===== src/rtl/voice_seg_display_top_if.sv =====
// Address/strobe bus shared by the program-space and data-space decoders,
// together with the registered chip selects and SRAM strobes they produce.
interface voice_seg_display_top_if;
    logic [31:0] address;
    logic        read;
    logic        write;
    logic        Control_Module;
    logic        UART1;
    logic        CE0;
    logic        CE1;
    logic        OE0;
    logic        OE1;
    logic        WE0;
    logic        WE1;
    logic        CS0;
    logic        CS1;
    logic        WP;

    modport master (
        output address, read, write,
        input  Control_Module, UART1, CE0, CE1, OE0, OE1, WE0, WE1, CS0, CS1, WP
    );

    modport slave (
        input  address, read, write,
        output Control_Module, UART1, CE0, CE1, OE0, OE1, WE0, WE1, CS0, CS1, WP
    );
endinterface


===== src/rtl/voice_seg_display_top.sv =====
// Voice-interactive 7-segment display top: sine generator, three LFSR noise
// sources, registered flash/SRAM/peripheral decoders and the voice-command FSM.
module voice_seg_display_top (
    input  logic                          clk,
    input  logic                          nRESET,
    voice_seg_display_top_if.slave        bus,
    input  logic [5:0]                    ID,
    output logic signed [7:0]             out,
    output logic [3:0]                    lfsr_4bit,
    output logic [7:0]                    lfsr_8bit,
    output logic [31:0]                   lfsr_32bit,
    output logic [13:0]                   Seven_Segment_Display
);

    localparam logic [3:0]  DIGIT_EMPTY = 4'hF;
    localparam logic [13:0] DISPLAY_BLANK = 14'h3FFF;

    typedef enum logic [1:0] {IDLE, START, RECORD, DONE} state_t;

    // Only the first quarter wave is stored; the other three are mirrored/negated.
    function automatic logic [6:0] quarter_sine(input logic [4:0] q);
        case (q)
            5'd0:    quarter_sine = 7'd0;
            5'd1:    quarter_sine = 7'd12;
            5'd2:    quarter_sine = 7'd25;
            5'd3:    quarter_sine = 7'd37;
            5'd4:    quarter_sine = 7'd49;
            5'd5:    quarter_sine = 7'd60;
            5'd6:    quarter_sine = 7'd71;
            5'd7:    quarter_sine = 7'd81;
            5'd8:    quarter_sine = 7'd90;
            5'd9:    quarter_sine = 7'd98;
            5'd10:   quarter_sine = 7'd106;
            5'd11:   quarter_sine = 7'd112;
            5'd12:   quarter_sine = 7'd117;
            5'd13:   quarter_sine = 7'd122;
            5'd14:   quarter_sine = 7'd125;
            5'd15:   quarter_sine = 7'd126;
            5'd16:   quarter_sine = 7'd127;
            default: quarter_sine = 7'd0;
        endcase
    endfunction

    function automatic logic [6:0] seg(input logic [3:0] d);
        case (d)
            4'd0:    seg = 7'h40;
            4'd1:    seg = 7'h79;
            4'd2:    seg = 7'h24;
            4'd3:    seg = 7'h30;
            4'd4:    seg = 7'h19;
            4'd5:    seg = 7'h12;
            4'd6:    seg = 7'h02;
            4'd7:    seg = 7'h78;
            4'd8:    seg = 7'h00;
            4'd9:    seg = 7'h10;
            default: seg = 7'h7F;
        endcase
    endfunction

    logic [5:0] sine_idx;
    logic [4:0] sine_q;
    logic [6:0] sine_mag;

    always_comb begin
        sine_q   = sine_idx[4] ? (5'd16 - {1'b0, sine_idx[3:0]}) : {1'b0, sine_idx[3:0]};
        sine_mag = quarter_sine(sine_q);
        out      = sine_idx[5] ? -$signed({1'b0, sine_mag}) : $signed({1'b0, sine_mag});
    end

    always_ff @(posedge clk or negedge nRESET) begin
        if (!nRESET) begin
            sine_idx   <= '0;
            lfsr_4bit  <= 4'h1;
            lfsr_8bit  <= 8'h01;
            lfsr_32bit <= 32'h1;
        end else begin
            sine_idx   <= sine_idx + 6'd1;
            lfsr_4bit  <= {lfsr_4bit[2:0], lfsr_4bit[3] ^ lfsr_4bit[2]};
            lfsr_8bit  <= {lfsr_8bit[6:0], lfsr_8bit[7] ^ lfsr_8bit[5] ^ lfsr_8bit[4] ^ lfsr_8bit[3]};
            lfsr_32bit <= {lfsr_32bit[30:0], lfsr_32bit[31] ^ lfsr_32bit[21] ^ lfsr_32bit[1] ^ lfsr_32bit[0]};
        end
    end

    logic hit_cs0, hit_cs1, hit_ce0, hit_ce1, hit_ctrl, hit_uart;

    always_comb begin
        hit_cs0  = bus.address <= 32'h07FF_FFFF;
        hit_cs1  = (bus.address >= 32'h0800_0000) && (bus.address <= 32'h0FFF_FFFF);
        hit_ce0  = (bus.address >= 32'h1000_0000) && (bus.address <= 32'h13FF_FFFF);
        hit_ce1  = (bus.address >= 32'h1400_0000) && (bus.address <= 32'h17FF_FFFF);
        hit_ctrl = (bus.address >= 32'h44E1_0000) && (bus.address <= 32'h44E1_1FFF);
        hit_uart = (bus.address >= 32'h4802_2000) && (bus.address <= 32'h4802_2FFF);
    end

    // Write has priority over read, so OE is suppressed whenever write is high.
    always_ff @(posedge clk or negedge nRESET) begin
        if (!nRESET) begin
            bus.CS0            <= 1'b0;
            bus.CS1            <= 1'b0;
            bus.WP             <= 1'b0;
            bus.CE0            <= 1'b0;
            bus.CE1            <= 1'b0;
            bus.OE0            <= 1'b0;
            bus.OE1            <= 1'b0;
            bus.WE0            <= 1'b0;
            bus.WE1            <= 1'b0;
            bus.Control_Module <= 1'b0;
            bus.UART1          <= 1'b0;
        end else begin
            bus.CS0            <= hit_cs0;
            bus.CS1            <= hit_cs1;
            bus.WP             <= hit_cs0 | hit_cs1;
            bus.CE0            <= hit_ce0;
            bus.CE1            <= hit_ce1;
            bus.OE0            <= hit_ce0 & bus.read & ~bus.write;
            bus.OE1            <= hit_ce1 & bus.read & ~bus.write;
            bus.WE0            <= hit_ce0 & bus.write;
            bus.WE1            <= hit_ce1 & bus.write;
            bus.Control_Module <= hit_ctrl;
            bus.UART1          <= hit_uart;
        end
    end

    state_t      state, next_state;
    logic [5:0]  id_r, id_prev;
    logic [3:0]  tens, ones, next_tens, next_ones, new_digit;
    logic        id_new, recordable;

    // Digit is taken from the low nibble minus the decade's low nibble, mod 16.
    always_comb begin
        id_new     = id_r != id_prev;
        recordable = (id_r >= 6'd10) && (id_r <= 6'd45);
        if (id_r >= 6'd40)      new_digit = id_r[3:0] - 4'd8;
        else if (id_r >= 6'd30) new_digit = id_r[3:0] - 4'd14;
        else if (id_r >= 6'd20) new_digit = id_r[3:0] - 4'd4;
        else                    new_digit = id_r[3:0] - 4'd10;

        next_state = state;
        next_tens  = tens;
        next_ones  = ones;
        if (id_new) begin
            if (id_r == 6'd0) begin
                next_state = IDLE;
            end else begin
                case (state)
                    IDLE: if (id_r == 6'd5) begin
                        next_state = START;
                        next_tens  = DIGIT_EMPTY;
                        next_ones  = DIGIT_EMPTY;
                    end
                    START, RECORD: if (recordable) begin
                        next_state = RECORD;
                        next_tens  = ones;
                        next_ones  = new_digit;
                    end else if (id_r == 6'd46) begin
                        next_state = DONE;
                    end
                    DONE: if (id_r == 6'd47) begin
                        next_state = START;
                        next_tens  = DIGIT_EMPTY;
                        next_ones  = DIGIT_EMPTY;
                    end
                endcase
            end
        end
    end

    // The display register is loaded from next-state values so it changes together with the state.
    always_ff @(posedge clk or negedge nRESET) begin
        if (!nRESET) begin
            id_r                  <= '0;
            id_prev               <= '0;
            state                 <= IDLE;
            tens                  <= DIGIT_EMPTY;
            ones                  <= DIGIT_EMPTY;
            Seven_Segment_Display <= DISPLAY_BLANK;
        end else begin
            id_r    <= ID;
            id_prev <= id_r;
            state   <= next_state;
            tens    <= next_tens;
            ones    <= next_ones;
            if ((next_state == RECORD) || (next_state == DONE))
                Seven_Segment_Display <= {seg(next_tens), seg(next_ones)};
            else
                Seven_Segment_Display <= DISPLAY_BLANK;
        end
    end

endmodule


===== src/flat_wrapper.sv =====
// flat-port wrapper written by rule: the top's interface ports become plain ports
module voice_seg_display_top_flat 
  (clk, nRESET, ID, out, lfsr_4bit, lfsr_8bit, lfsr_32bit, Seven_Segment_Display, bus_address, bus_read, bus_write, bus_Control_Module, bus_UART1, bus_CE0, bus_CE1, bus_OE0, bus_OE1, bus_WE0, bus_WE1, bus_CS0, bus_CS1, bus_WP);
  voice_seg_display_top_if bus_i ();
  input  logic clk;
  input  logic nRESET;
  input  logic [5:0] ID;
  output logic signed [7:0] out;
  output logic [3:0] lfsr_4bit;
  output logic [7:0] lfsr_8bit;
  output logic [31:0] lfsr_32bit;
  output logic [13:0] Seven_Segment_Display;
  input wire logic [$bits(bus_i.address)-1:0] bus_address;
  input wire logic [$bits(bus_i.read)-1:0] bus_read;
  input wire logic [$bits(bus_i.write)-1:0] bus_write;
  output wire logic [$bits(bus_i.Control_Module)-1:0] bus_Control_Module;
  output wire logic [$bits(bus_i.UART1)-1:0] bus_UART1;
  output wire logic [$bits(bus_i.CE0)-1:0] bus_CE0;
  output wire logic [$bits(bus_i.CE1)-1:0] bus_CE1;
  output wire logic [$bits(bus_i.OE0)-1:0] bus_OE0;
  output wire logic [$bits(bus_i.OE1)-1:0] bus_OE1;
  output wire logic [$bits(bus_i.WE0)-1:0] bus_WE0;
  output wire logic [$bits(bus_i.WE1)-1:0] bus_WE1;
  output wire logic [$bits(bus_i.CS0)-1:0] bus_CS0;
  output wire logic [$bits(bus_i.CS1)-1:0] bus_CS1;
  output wire logic [$bits(bus_i.WP)-1:0] bus_WP;
  assign bus_i.address = bus_address;
  assign bus_i.read = bus_read;
  assign bus_i.write = bus_write;
  assign bus_Control_Module = bus_i.Control_Module;
  assign bus_UART1 = bus_i.UART1;
  assign bus_CE0 = bus_i.CE0;
  assign bus_CE1 = bus_i.CE1;
  assign bus_OE0 = bus_i.OE0;
  assign bus_OE1 = bus_i.OE1;
  assign bus_WE0 = bus_i.WE0;
  assign bus_WE1 = bus_i.WE1;
  assign bus_CS0 = bus_i.CS0;
  assign bus_CS1 = bus_i.CS1;
  assign bus_WP = bus_i.WP;
  voice_seg_display_top u_core (.clk(clk), .nRESET(nRESET), .bus(bus_i), .ID(ID), .out(out), .lfsr_4bit(lfsr_4bit), .lfsr_8bit(lfsr_8bit), .lfsr_32bit(lfsr_32bit), .Seven_Segment_Display(Seven_Segment_Display));
endmodule

===== config.mk =====
export PLATFORM = sky130hd
export DESIGN_NAME = voice_seg_display_top_flat
export DESIGN_NICKNAME = d
export VERILOG_FILES = /design/src/rtl/voice_seg_display_top_if.sv /design/src/rtl/voice_seg_display_top.sv /design/src/flat_wrapper.sv
export SDC_FILE = /design/constraint.sdc
export NUM_CORES = 1
export LEC_CHECK = 0
export CAP_MARGIN = 20
export CORE_UTILIZATION = 53
export DETAILED_ROUTE_END_ITERATION = 10
export GPL_TIMING_DRIVEN = 0
export PLACE_DENSITY = 0.95
export SETUP_SLACK_MARGIN = 0.3
export SLEW_MARGIN = 20
export SYNTH_ARGS = -nofsm -noshare
export SYNTH_HDL_FRONTEND = slang
export SYNTH_SLANG_ARGS = --single-unit

===== constraint.sdc =====
create_clock -name clk -period 11.4 [get_ports clk]
set_input_delay 2.85 -clock clk [delete_from_list [all_inputs] [get_ports clk]]
set_output_delay 2.85 -clock clk [all_outputs]
set_load 0.01 [all_outputs]

==> impl_metrics.toml, run 1 <==
[outcome]
status = "finished clean"

[critical_path]
crit_type = "reg -> out"
r2r-start = "u_core.id_r[3]"
cp-start-kind = "register"
critPathTopFamily = "simple AND/OR/NAND/NOR gates"
critPathMaxFanout = 10
r2r_slack_ns = 7.86
cp-end-kind = "output pin"
critPathArrivalTime_ns = 3.97
crit_cells = 13
reg2reg_depth = 12
crit_chain = "buf_4, inv_1, ha_1, nand2b_2, xnor2_1, o21ai_0, or3_1, and2_1, ha_1, nand3b_1, nor3_1, or3_1, clkdlybuf4s50_1"
timing.rr.end = "u_core.Seven_Segment_Display[4]"
crit_buf_inv = 3
cp_data_required_time_ns = 8.55
cp_slowest_cell = "clkdlybuf4s50_1"
critPathMaxStageDelay_ns = 0.49

[die]
die_width_microns = 95.8
rows = 33
core_sq_um = 8340
initial_core_util_pct = 55.9
die-area_sq_um = 9170
die_height_microns = 95.8
boundaryPins = 119

[cells_and_area]
antenna_cells = 0
drive_gt1_share_pct = 16.4
final_util_pct = 73.1
areaGrowthSynthToFinish_pct = 30.8
layout.nets = 580

[yosys]
ys.flop_type = "dfrtp_1"
ys_ff_latch = 97
netlist_instances = 395
synth-async-reset-ratio_pct = 100
synth_most_common_cell = "dfrtp_1"
synthTopCellsByArea = "dfrtp_1, dfstp_2, ha_1"
synth_top_area_share_pct = 38.7
syn_nets = 462
synthTopCellsByCount = "dfrtp_1, dfstp_2, ha_1"
synth.largest_area_cell = "dfrtp_1"
synth_cell_types = 81
seq_area_frac_synth_pct = 52.8
netlist_area_sq_um = 4660
syn_avg_cell_area_sq_um = 11.8
ys_warn_count = 0
synth_enable_flop_cells = 0

[global_route]
grt_pass1_vias = 3668
grt_pass1_wl_microns = 17800
gr-total-overflow = 0
antenna_found_initial = 0
grt_usage_pct = 25.7
grt_max_degree = 57

[route]
dr.pass1.iters = 5
drt-vias-per-instance = 5.76
drt_iter0_drc = 213
wl_per_cell_microns = 16.9
vias = 3586
drt_wl_total_microns = 10500
antenna_left = 0
route.detailed.drc = 0

[clock_network]
cts_root_buf = "clkbuf_8"
insertion_delay_ns = 0.36
cts_hold_buf = 0
cts_buffers = 9
htreeDepth = 3
postCtsSetupBuffers = 0
cts_num_sinks = 97
cts.path.max_buffers = 2
cts_resized = 0
cts_tree = "done"
cts.clk_slew.worst_paths_ns = 0.11

[sta]
fin_crit_sh_pct = 59.9
fin_skew_ns = 0.00846
fin_crit_ns = 6.82
hold-worst-slack_ns = 0.386
maxSlewHeadroom_pct = 43.7
rsz0062_at_grt = "no"
setup_slack_ns = 4.58
hold_viol_final = 0
max_freq_mhz = 147
tightest_slew_ns = 0.836
finalSetupViolCount = 0
fin_tns_setup_ns = 0
slew_viol_final = 0

[placed_design]
port_buffers = 106
dp_hpwl_microns = 7570
place_congestion = 0.922
post-place-ws_ns = 5.01

[hold_path]
hold-path-endpoint = "u_core.lfsr_32bit[19]"
min_path_cells = 0
worstHoldPathType = "reg -> reg"
min_from = "u_core.lfsr_32bit[18]"

[power_and_ir_drop]
power_w = 0.00106
leakagePower_nw = 2.74
power.density_nw_per_um2 = 174
peakVddDrop_uv = 81.9

[flow_run]
maxCapViolCount = 0
-- placed cells by master (no fill, tap or decap), types with 4 or more instances in the layout --
cell type / netlist / final
a211oi_1: 4 / 4
a21o_1: 5 / 5
a21oi_1: 16 / 16
a31oi_1: 5 / 5
a32oi_1: 4 / 4
and2_1: 4 / 4
buf_4: 7 / 8
clkbuf_8: 0 / 9
clkdlybuf4s50_1: 0 / 105
dfrtp_1: 72 / 72
dfstp_2: 25 / 25
ha_1: 25 / 25
inv_1: 24 / 24
mux2i_1: 6 / 6
nand2_1: 19 / 19
nand3_1: 8 / 8
nor2_1: 17 / 17
nor2b_1: 4 / 4
nor3_1: 9 / 9
nor4_1: 6 / 6
o21a_1: 6 / 6
o21ai_0: 19 / 19
xnor2_1: 14 / 14
xor2_1: 9 / 9
-- where the power goes --
part | switching, W | internal (W) | total [W]
logic | 0.000236 | 0.000161 | 0.000397
registers | 0.0000192 | 0.000400 | 0.000420
clock network | 0.000134 | 0.000108 | 0.000242
-- final cells by class --
cell class / instances / area [sq um]
multi-input cells: 261 / 2020
clock buffers: 9 / 124
inverters: 25 / 93.8
flip-flops and latches: 97 / 2460
repair buffers: 107 / 1090
clock inverters: 7 / 95.1
well taps: 105 / 131
plain buffers: 12 / 88.8
fillers: 560 / 2250
-- sequential cells by signal, indices dropped and copies added (netlist names), 2 cells and up --
name and flops:
u_core.lfsr_32bit 32, u_core.Seven_Segment_Display 14, u_core.lfsr_8bit 8, u_core.id_prev 6
u_core.id_r 6, u_core.sine_idx 6, u_core.lfsr_4bit 4, u_core.ones 4
u_core.tens 4, u_core.state 2
-- through the flow --
step,std cells,instance area (sq um)
after global placement,606,5850
after CTS,623,6090
final,623,6090
after detailed placement,607,5880
after global routing,623,6090
after floorplan,395,4660
-- logic make-up (layout without fill, tap and decap cells) --
kind of cell	after synthesis	count (layout)	share of synthesized area [%]
buffers and inverters	37	160	3.92
adders and majority gates	25	25	6.72
AOI/OAI and AO/OA	103	103	17.4
muxes	9	9	2.01
xor gates and xnor gates	25	25	5.02
and+or+nand+nor	99	99	12.2
DFF	97	97	52.8
-- worst max path at each step --
stage,startpoint,to,slack [ns]
after floorplan,u_core.sine_idx[0],out[6],5.78
after global placement,nRESET,u_core.bus.CS0,4.20
after detailed placement,u_core.sine_idx[0],out[6],5.01
after CTS,u_core.sine_idx[0],out[6],4.59
after global routing,u_core.sine_idx[0],out[6],4.38
final,u_core.sine_idx[0],out[6],4.58
-- per-layer routing --
metal / vias to the layer above / routed length, microns / part of all wire (%) / track usage [%]
li1: 1657 / - / - / -
met5: - / 0 / 0 / 0
met1: 1731 / 4250 / 40 / 32.2
met3: 27 / 860 / 8.2 / 6.87
met2: 171 / 5210 / 49 / 42.9
met4: 0 / 199 / 1.9 / 9.70
Note: power is estimated with default switching activity, not from simulation.
==> inputs of run 2 (changes only) <==
- CORE_UTILIZATION: 53 -> 44
- PLACE_DENSITY: 0.95 -> 0.86
- clock period: 11.4 -> 5.9 ns (I/O delays scaled with it)
==> impl_metrics.toml, run 2 (synthesized netlist as in run 1, its figures left out) <==
[sta]
tightest_slew_ns = 0.736
slew_viol_final = 0
rsz0062_at_grt = "no"
fin_crit_ns = 5.34
finalSetupViolCount = 0
maxSlewHeadroom_pct = 50.9
max_freq_mhz = 187
hold_viol_final = 0
fin_skew_ns = 0.0149
fin_tns_setup_ns = 0
hold-worst-slack_ns = 0.383
fin_crit_sh_pct = 90.6

[hold_path]
worstHoldPathType = "reg -> reg"
min_from = "u_core.lfsr_32bit[9]"
hold-path-endpoint = "u_core.lfsr_32bit[10]"
min_path_cells = 0

[global_route]
grt_max_degree = 59
grt_pass1_vias = 3716
grt_usage_pct = 20.5
gr-total-overflow = 0
grt_pass1_wl_microns = 18000
antenna_found_initial = 0

[critical_path]
r2r-start = "u_core.id_r[3]"
timing.rr.end = "u_core.Seven_Segment_Display[2]"
cp-start-kind = "register"
crit_type = "reg -> out"
r2r_slack_ns = 2.41
critPathArrivalTime_ns = 3.87
cp-end-kind = "output pin"
reg2reg_depth = 12
critPathMaxFanout = 10
cp_data_required_time_ns = 4.43

[clock_network]
cts_root_buf = "clkbuf_8"
postCtsSetupBuffers = 0
cts.clk_slew.worst_paths_ns = 0.10
cts_tree = "done"
cts.path.max_buffers = 2
cts_buffers = 9
htreeDepth = 3
insertion_delay_ns = 0.36
cts_num_sinks = 97

[cells_and_area]
drive_gt1_share_pct = 16.6
final_common_cell = "clkdlybuf4s50_1"
final_cell_area_sq_um = 6140
antenna_cells = 0
largest_register_ffs = 32
layout_common_cells = "clkdlybuf4s50_1, dfrtp_1, ha_1, dfstp_2, inv_1"
layout.nets = 580
areaGrowthSynthToFinish_pct = 31.8
regMostFlops = "u_core.lfsr_32bit"
largestRegisters = "u_core.lfsr_32bit x32, u_core.Seven_Segment_Display x14, u_core.lfsr_8bit x8"
stdcell_count = 654

[die]
die-area_sq_um = 11000
die_height_microns = 105
boundaryPins = 119
die_width_microns = 105
initial_core_util_pct = 45.3
rows = 37
core_sq_um = 10300

[flow_run]
maxCapViolCount = 0

[route]
drt_iter0_drc = 245
route.detailed.drc = 0
dr.pass1.iters = 4
wl_per_cell_microns = 16.0
vias = 3562
drt-vias-per-instance = 5.45
antenna_left = 0
drt_wl_total_microns = 10500

[power_and_ir_drop]
peakVddDrop_uv = 197
leakagePower_nw = 2.73
power_w = 0.00200
power.density_nw_per_um2 = 326

[placed_design]
port_buffers = 106
place_area_sq_um = 5910
dp_hpwl_microns = 7730
placedCellCount = 638
place_congestion = 0.920

[outcome]
status = "finished clean"
[run 2: area by class of cell]
type / count / area [sq um]
Sequential cell: 97 / 2460
Timing Repair Buffer: 107 / 1080
Clock inverter: 7 / 80.1
Tap cell: 136 / 170
Multi-Input combinational cell: 261 / 2050
Clock buffer: 9 / 124
Buffer: 12 / 88.8
Inverter: 25 / 93.8
Fill cell: 825 / 4140
[run 2: worst max-delay path: stages (launching register included)]
cell and delay (ns):
dfrtp_1 0.45, buf_4 0.21, inv_1 0.14, ha_1 0.28, nand2b_2 0.28, xor2_4 0.29, nor3_1 0.08, or3_1 0.38
and2_1 0.18, ha_1 0.22, nand3b_1 0.13, nor3_1 0.05, or3_1 0.33, clkdlybuf4s50_1 0.49
[run 2: worst max-delay path by stage]
stage / depth (start not counted) / slack, ns / endpoint / start
after floorplan: 12 / 1.65 / out[6] / u_core.sine_idx[0]
after global placement: 1 / 0.13 / u_core.id_prev[3] / nRESET
after detailed placement: 13 / 0.87 / out[6] / u_core.sine_idx[0]
after CTS: 13 / 0.44 / out[6] / u_core.sine_idx[0]
after global routing: 11 / 0.33 / out[5] / u_core.sine_idx[0]
final: 13 / 0.56 / out[6] / u_core.sine_idx[0]
[run 2: layer usage]
| layer | up-vias | GRT usage [%] | routed length, microns |
|---|---|---|---|
| met3 | 9 | 6.24 | 704 |
| met5 | - | 0 | 0 |
| met2 | 117 | 36.8 | 5430 |
| met1 | 1773 | 23.7 | 4250 |
| li1 | 1663 | - | - |
| met4 | 0 | 5.33 | 99 |
[run 2: repair_timing]
| item | CTS | global route |
|---|---|---|
| gates resized for setup | 0 | 3 |
| hold buffers | 0 | 0 |
| endpoints found under the setup margin | 0 | 3 |
[run 2: power by group]
group          internal (W)  switching, W
clock              0.000169      0.000253
combinational      0.000311      0.000454
sequential         0.000774     0.0000383
[run 2: metrics by stage]
stage / util, % / setup WS, ns
after global routing: 59.8 / 0.326
final: 59.8 / 0.557
after detailed placement: 57.5 / 0.867
after floorplan: - / 1.65
after CTS: 59.5 / 0.445
after global placement: 57.3 / 0.127
==> inputs of run 3 (changes only) <==
- SLEW_MARGIN: 20 -> unset
==> impl_metrics.toml, run 3 (synthesized netlist as in run 1, its figures left out) <==
[sta]
slew_viol_final = 0
fin_crit_ns = 5.30
hold-worst-slack_ns = 0.380
fin_tns_setup_ns = 0
tightest_slew_ns = 0.721
finalSetupViolCount = 0
max_freq_mhz = 189
rsz0062_at_grt = "no"
setup_slack_ns = 0.601
hold_viol_final = 0
fin_skew_ns = 0.0196
fin_crit_sh_pct = 89.8
maxSlewHeadroom_pct = 51.5

[power_and_ir_drop]
leakagePower_nw = 2.73
clockPowerShare_pct = 21.4
p_seq_share_pct = 40.5
combPwrFrac_pct = 38.1
p_sw_w = 0.000751
power.density_nw_per_um2 = 327
p_int_w = 0.00125
swShare_pct = 37.5
peakVddDrop_uv = 166

[route]
route.detailed.drc = 0
drt-vias-per-instance = 5.46
drt_iter0_drc = 174
antenna_left = 0
dr.pass1.iters = 5
vias = 3568
wl_per_cell_microns = 15.7
drt_wl_total_microns = 10300

[clock_network]
cts_tree = "done"
insertion_delay_ns = 0.36
cts_buffers = 9
cts.clk_slew.worst_paths_ns = 0.10
cts_root_buf = "clkbuf_8"
cts_num_sinks = 97
cts_hold_buf = 0
htreeDepth = 3
cts.path.max_buffers = 2

[die]
rows = 37
die_width_microns = 105
boundaryPins = 119
initial_core_util_pct = 45.3
die-area_sq_um = 11000
core_sq_um = 10300
die_height_microns = 105

[cells_and_area]
layout_common_cells = "clkdlybuf4s50_1, dfrtp_1, ha_1, dfstp_2, inv_1"
antenna_cells = 0
largest_register_ffs = 32
regMostFlops = "u_core.lfsr_32bit"
final_common_cell = "clkdlybuf4s50_1"
final_util_pct = 59.8
drive_gt1_share_pct = 16.6
layout.nets = 580
largestRegisters = "u_core.lfsr_32bit x32, u_core.Seven_Segment_Display x14, u_core.lfsr_8bit x8"
stdcell_count = 654
areaGrowthSynthToFinish_pct = 31.8

[global_route]
gr-total-overflow = 0
grt_usage_pct = 20.1
antenna_found_initial = 0
grt_max_degree = 77
grt_pass1_vias = 3655
grt_pass1_wl_microns = 17700

[hold_path]
min_path_cells = 0
worstHoldPathType = "reg -> reg"
min_from = "u_core.lfsr_32bit[9]"
hold-path-endpoint = "u_core.lfsr_32bit[10]"

[critical_path]
critPathMaxStageDelay_ns = 0.49
cp_slowest_cell = "clkdlybuf4s50_1"
critPathArrivalTime_ns = 3.82
reg2reg_depth = 12
critPathMaxFanout = 10
r2r_slack_ns = 2.44
cp-end-kind = "output pin"
timing.rr.end = "u_core.Seven_Segment_Display[4]"
cp_data_required_time_ns = 4.43
crit_type = "reg -> out"
r2r-start = "u_core.id_r[3]"
cp-start-kind = "register"
crit_chain = "buf_4, inv_1, ha_1, nand2b_2, xnor2_2, a21oi_1, or3_1, and2_1, ha_1, nand3b_1, nor3_1, or3_1, clkdlybuf4s50_1"

[flow_run]
maxCapViolCount = 0

[outcome]
status = "finished clean"

[placed_design]
place_congestion = 0.920
dp_hpwl_microns = 7550
port_buffers = 106
post-place-ws_ns = 0.891
placedCellCount = 638
-- run 3: cell count changes in the layout (fill, tap and decap cells not counted), sizes merged --
cell      change
clkinv        +2
inv           -1
clkinvlp      -1
-- run 3: timing repair --
item                                    4_1_cts  5_1_grt
buffers inserted                              0        0
resized for setup                             0        2
endpoints found under the setup margin        0        1
-- run 3: through the flow --
stage               total power (W)  cell area, sq um
finish                      0.00201              6140
global route                0.00215              6140
CTS                         0.00201              6120
detailed placement          0.00158              5910
global placement            0.00154              5890
floorplan                   0.00135              4660
-- run 3: worst max-delay path by stage --
stage / startpoint / to / slack [ns] / depth (start not counted)
floorplan: u_core.sine_idx[0] / out[6] / 1.65 / 12
global placement: nRESET / u_core.id_prev[3] / 0.13 / 1
detailed placement: u_core.sine_idx[0] / out[6] / 0.89 / 13
CTS: u_core.sine_idx[0] / out[6] / 0.49 / 13
global route: u_core.sine_idx[0] / out[6] / 0.32 / 13
finish: u_core.sine_idx[0] / out[6] / 0.60 / 13
-- run 3: worst max-delay path: cells and delay by family (launching register included) --
| family | cells | cell delay (ns) |
|---|---|---|
| AND/OR/NAND/NOR | 6 | 1.32 |
| buffers and inverters | 3 | 0.82 |
| adder cells (fa/ha/maj) | 2 | 0.48 |
| flip-flops | 1 | 0.45 |
| XOR/XNOR | 1 | 0.29 |
| AO/OA/AOI/OAI | 1 | 0.11 |
-- run 3: final cells by class --
cell class                      instances  area (sq um)
Tap cell                              136           170
Clock buffer                            9           124
Multi-Input combinational cell        261          2040
Timing Repair Buffer                  107          1090
Buffer                                 12          88.8
Sequential cell                        97          2460
Inverter                               25          93.8
Fill cell                             832          4140
Clock inverter                          7          83.8
-- run 3: power by group through the flow --
stage | clock [W] | sequential [W] | combinational, W
after floorplan | 0 | 0.000830 | 0.000516
after global placement | 0 | 0.000822 | 0.000721
after detailed placement | 0 | 0.000824 | 0.000753
after CTS | 0.000441 | 0.000813 | 0.000759
after global routing | 0.000466 | 0.000822 | 0.000858
final | 0.000428 | 0.000813 | 0.000764
-- run 3: metal layers --
metal	global-route usage, %	share of wire (%)	vias up
li1	-	-	1661
met1	23.1	39	1743
met2	36.0	51	148
met3	5.80	7.9	16
met4	6.04	1.4	0
met5	0	0	-
